## src/rtl/fpu_cmd_framer.sv

```systemverilog
// Collects the 9-byte UART command frame (opcode, A LSB first, B LSB first) into one FPU command on a valid/ready handshake.
// Optional inter-byte abort: define FPU_FRAME_TIMEOUT_EN to build the timeout counter.
module fpu_cmd_framer #(
  parameter int TIMEOUT_CYCLES = 312500
) (
  input  logic        clk,
  input  logic        reset,
  input  logic [7:0]  rx_data,
  input  logic        rx_valid,
  input  logic        cmd_ready,
  output logic        cmd_valid,
  output logic [1:0]  cmd_op,
  output logic [31:0] cmd_a,
  output logic [31:0] cmd_b,
  output logic        busy,
  output logic        frame_err
);

  typedef enum logic [1:0] {
    IDLE = 2'd0,
    OPA  = 2'd1,
    OPB  = 2'd2,
    HOLD = 2'd3
  } state_t;

  state_t     state_r;
  logic [1:0] idx_r;
  logic       xfer_s;
  logic       op_ok_s;
  logic       tmo_hit_s;

  assign xfer_s  = cmd_valid && cmd_ready;
  assign op_ok_s = (rx_data[7:2] == 6'd0);

`ifdef FPU_FRAME_TIMEOUT_EN
  localparam int TW = (TIMEOUT_CYCLES > 2) ? $clog2(TIMEOUT_CYCLES) : 1;
  logic [TW-1:0] tmo_r;

  assign tmo_hit_s = busy && !rx_valid && (tmo_r == TW'(TIMEOUT_CYCLES - 1));

  // Idle-gap counter: runs only while a frame is partially received, cleared by any byte
  always_ff @(posedge clk) begin
    if (reset) begin
      tmo_r <= '0;
    end else if (busy && !rx_valid && !tmo_hit_s) begin
      tmo_r <= tmo_r + TW'(1);
    end else begin
      tmo_r <= '0;
    end
  end
`else
  assign tmo_hit_s = 1'b0;
`endif

  // Frame state machine with all outputs registered
  always_ff @(posedge clk) begin
    if (reset) begin
      state_r   <= IDLE;
      idx_r     <= 2'd0;
      cmd_valid <= 1'b0;
      cmd_op    <= 2'd0;
      cmd_a     <= 32'd0;
      cmd_b     <= 32'd0;
      busy      <= 1'b0;
      frame_err <= 1'b0;
    end else begin
      frame_err <= 1'b0;
      case (state_r)
        IDLE: begin
          if (rx_valid) begin
            if (op_ok_s) begin
              cmd_op  <= rx_data[1:0];
              idx_r   <= 2'd0;
              busy    <= 1'b1;
              state_r <= OPA;
            end else begin
              frame_err <= 1'b1;
            end
          end
        end
        OPA: begin
          if (rx_valid) begin
            cmd_a[{idx_r, 3'b000} +: 8] <= rx_data;
            idx_r <= idx_r + 2'd1;
            if (idx_r == 2'd3) begin
              state_r <= OPB;
            end
          end else if (tmo_hit_s) begin
            busy      <= 1'b0;
            frame_err <= 1'b1;
            state_r   <= IDLE;
          end
        end
        OPB: begin
          if (rx_valid) begin
            cmd_b[{idx_r, 3'b000} +: 8] <= rx_data;
            idx_r <= idx_r + 2'd1;
            if (idx_r == 2'd3) begin
              busy      <= 1'b0;
              cmd_valid <= 1'b1;
              state_r   <= HOLD;
            end
          end else if (tmo_hit_s) begin
            busy      <= 1'b0;
            frame_err <= 1'b1;
            state_r   <= IDLE;
          end
        end
        HOLD: begin
          // A byte arriving in the transfer cycle is handled as if already back in IDLE
          if (xfer_s) begin
            cmd_valid <= 1'b0;
            state_r   <= IDLE;
            if (rx_valid) begin
              if (op_ok_s) begin
                cmd_op  <= rx_data[1:0];
                idx_r   <= 2'd0;
                busy    <= 1'b1;
                state_r <= OPA;
              end else begin
                frame_err <= 1'b1;
              end
            end
          end else if (rx_valid) begin
            frame_err <= 1'b1;
          end
        end
        default: begin
          state_r   <= IDLE;
          idx_r     <= 2'd0;
          cmd_valid <= 1'b0;
          busy      <= 1'b0;
        end
      endcase
    end
  end

endmodule

```

## config.mk

```make
export PLATFORM = sky130hd
export DESIGN_NAME = fpu_cmd_framer
export DESIGN_NICKNAME = d
export VERILOG_FILES = /design/src/rtl/fpu_cmd_framer.sv
export SDC_FILE = /design/constraint.sdc
export NUM_CORES = 1
export LEC_CHECK = 0
export CORE_ASPECT_RATIO = 1.5
export CORE_UTILIZATION = 50
export CTS_BUF_LIST = sky130_fd_sc_hd__clkbuf_4
export CTS_CLUSTER_SIZE = 30
export DETAILED_ROUTE_END_ITERATION = 10
export GPL_ROUTABILITY_DRIVEN = 0
export PLACE_DENSITY = 0.84
export SETUP_SLACK_MARGIN = 0.1
export SYNTH_ARGS = -nofsm -noshare
export SYNTH_HDL_FRONTEND = slang
export SYNTH_SLANG_ARGS = --single-unit
export TNS_END_PERCENT = 1
```

## constraint.sdc

```tcl
create_clock -name clk -period 2.3 [get_ports clk]
set_input_delay 0.575 -clock clk [delete_from_list [all_inputs] [get_ports clk]]
set_output_delay 0.575 -clock clk [all_outputs]
set_load 0.01 [all_outputs]
```

==> impl_metrics.json <==
{
  "synth_area_um2": 3140,
  "gr-total-overflow": 0,
  "worst_pin_slew_ps": 543,
  "h-tree-depth": 3,
  "synth.distinct_cells": 36,
  "arrival_ps": 1390,
  "worst_ep_required_time_ps": 1730,
  "dp_hpwl_mm": 5.74,
  "drc_errors": 0,
  "end_kind": "primary output",
  "p_total_mw": 2.53,
  "ys_seq_area_share_pct": 46.5,
  "ys_top_cells_by_count": "nand3_1 (74), dfxtp_1 (73), a21oi_1 (70)",
  "drv_cap": 0,
  "grtUsageTotal_pct": 26.4,
  "cpPeakStageDelay_ps": 560,
  "cp-start-kind": "register",
  "core.rowCount": 35,
  "clk_pin_slew_ps": 100,
  "grt_pass1_vias": 2715,
  "syn-num-nets": 398,
  "avgSynthCellArea_um2": 8.36,
  "grt_max_degree": 33,
  "async_flop_share_pct": 0,
  "antenna_found_initial": 0,
  "leakage_nw": 1.36,
  "die_area_um2": 6610,
  "cts_sinks": 73,
  "firstDrtPassIters": 5,
  "holdCritPathClass": "register to register",
  "synth_area_leaders": "dfxtp_1 (47%), nand3_1 (12%), a21oi_1 (11%)",
  "setup_tns_ps": 0,
  "ant_nets": 0,
  "slew_headroom_pct": 63.7,
  "p_int_mw": 1.75,
  "p_seq_share_pct": 52.7,
  "clockBufferDepth": 2,
  "power.share.combinational_pct": 20.1,
  "clkPwrFrac_pct": 27.2,
  "hold_slack_ps": 459,
  "period_share_pct": 85.6,
  "drv_slew": 0,
  "worstSkewPairLatency_ps": 440,
  "cts_resized": 0,
  "antenna_cells": 0,
  "final_util_pct": 65.9,
  "cts_hold_buf": 0,
  "crit_chain": "clkdlybuf4s50_1",
  "final_nets": 469,
  "core_area_um2": 6090,
  "drt_iter0_drc": 304,
  "synth_edf_count": 0,
  "synth.ff_latch_count": 73,
  "start_util_pct": 51.6,
  "yosys.cell_count.top_type": "nand3_1",
  "finalHoldViolCount": 0,
  "final_cell_count_no_fill": 526,
  "power.switching_mw": 0.781,
  "ys_warn_count": 0,
  "setup_viol": 0,
  "status": "complete, no violations",
  "synth_area_leader_cell": "dfxtp_1",
  "dp_cells": 510,
  "critPathSlowestCell": "clkdlybuf4s50_1",
  "postCtsSetupRepairBufs": 0,
  "critPathTopFamily": "buffers and inverters",
  "port_buffers": 80,
  "rsz0062_at_grt": "no",
  "vias": 2956,
  "crit_buf_inv": 1,
  "via_per_inst": 5.62,
  "grt_pass1_wl_mm": 13.1,
  "die_w_um": 66.7,
  "fmax_ghz": 0.508,
  "area_delta_synth_final_pct": 27.6,
  "ios": 81,
  "synth_ff_type": "dfxtp_1",
  "cts-root-buf": "clkbuf_4",
  "fin_skew_ps": 18.0,
  "wl_mm": 8.12,
  "layout-drive-gt1-share_pct": 8.63,
  "synth_cells": 376,
  "cts_buffers": 9,
  "cts_tree": "done",
  "sw_frac_of_total_pct": 30.9,
  "max-vdd-ir-drop_mv": 0.404,
  "critPathMaxFanout": 5,
  "wire_per_inst_um": 15.4,
  "synth_top_area_share_pct": 46.5,
  "power_density_nw_per_um2": 631,
  "die_h_um": 99.1,
  "critPathKind": "register to primary output",
  "finalCriticalPeriod_ps": 1970
}
==> routing by layer <==
| layer | global-route usage [%] | vias to the layer above | wire length [µm] |
|---|---|---|---|
| met5 | 0 | - | 0 |
| met4 | 11.9 | 0 | 198 |
| met3 | 6.37 | 21 | 550 |
| met2 | 42.7 | 131 | 4170 |
| met1 | 32.4 | 1362 | 3200 |
| li1 | - | 1442 | - |
==> power groups by stage <==
| stage | registers (mW) | logic, mW | clock network, mW |
|---|---|---|---|
| 6_report | 1.33 | 0.509 | 0.687 |
| 5_1_grt | 1.34 | 0.565 | 0.757 |
| 4_1_cts | 1.33 | 0.504 | 0.689 |
| 3_5_place_dp | 1.36 | 0.503 | 0 |
| 3_3_place_gp | 1.36 | 0.489 | 0 |
| 2_1_floorplan | 1.37 | 0.341 | 0 |
==> cell type report <==
class	instances	area, µm²
clock buffers	12	90.1
inverters	7	26.3
repair buffers	93	893
well taps	74	92.6
fillers	517	2080
multi-input cells	263	1430
clock inverters	4	20.0
flip-flops and latches	73	1460
==> stage by stage <==
stage                     instance area [µm²]  setup WS, ps
after detailed placement                 3900          87.7
after floorplan                          3140           490
after CTS                                4010           318
after global placement                   3900           132
final                                    4010           332
after global routing                     4010           102
==> sequential cells by signal (all words and copies together), names as in the netlist <==
register and cells:
busy 1, cmd_a 32, cmd_b 32, cmd_op 2
cmd_valid 1, frame_err 1, idx_r 2, state_r 2
==> cell families after synthesis <==
| kind of cell | synth area share (%) |
|---|---|
| simple gates | 25.4 |
| compound gates | 15.3 |
| flops | 46.5 |
| buf+inv | 8.08 |
| fa+ha+maj | 3.98 |
| mux | 0.637 |
==> layout by cell type, fill, tap and decap left out, types with 4 or more instances in the layout <==
| cell type | Yosys | routed |
|---|---|---|
| buf_4 | 2 | 13 |
| clkdlybuf4s50_1 | 0 | 79 |
| inv_1 | 7 | 7 |
| dfxtp_1 | 73 | 73 |
| clkinv_2 | 0 | 4 |
| clkbuf_4 | 0 | 12 |
| ha_1 | 10 | 10 |
| a21oi_1 | 70 | 70 |
| and3_1 | 9 | 9 |
| nand3_1 | 74 | 74 |
| nor2_1 | 4 | 4 |
| nand2_1 | 68 | 68 |
==> worst paths after layout <==
check / start / end / slack (ps) / cells after the start
max reg2reg: idx_r[0] / cmd_b[31] / 340 / 5
min: cmd_b[14] / cmd_b[14] / 460 / 2
min reg2reg: cmd_b[14] / cmd_b[14] / 460 / 2
max: cmd_valid / cmd_valid / 330 / 1
Power figures use the tool's default switching activity.
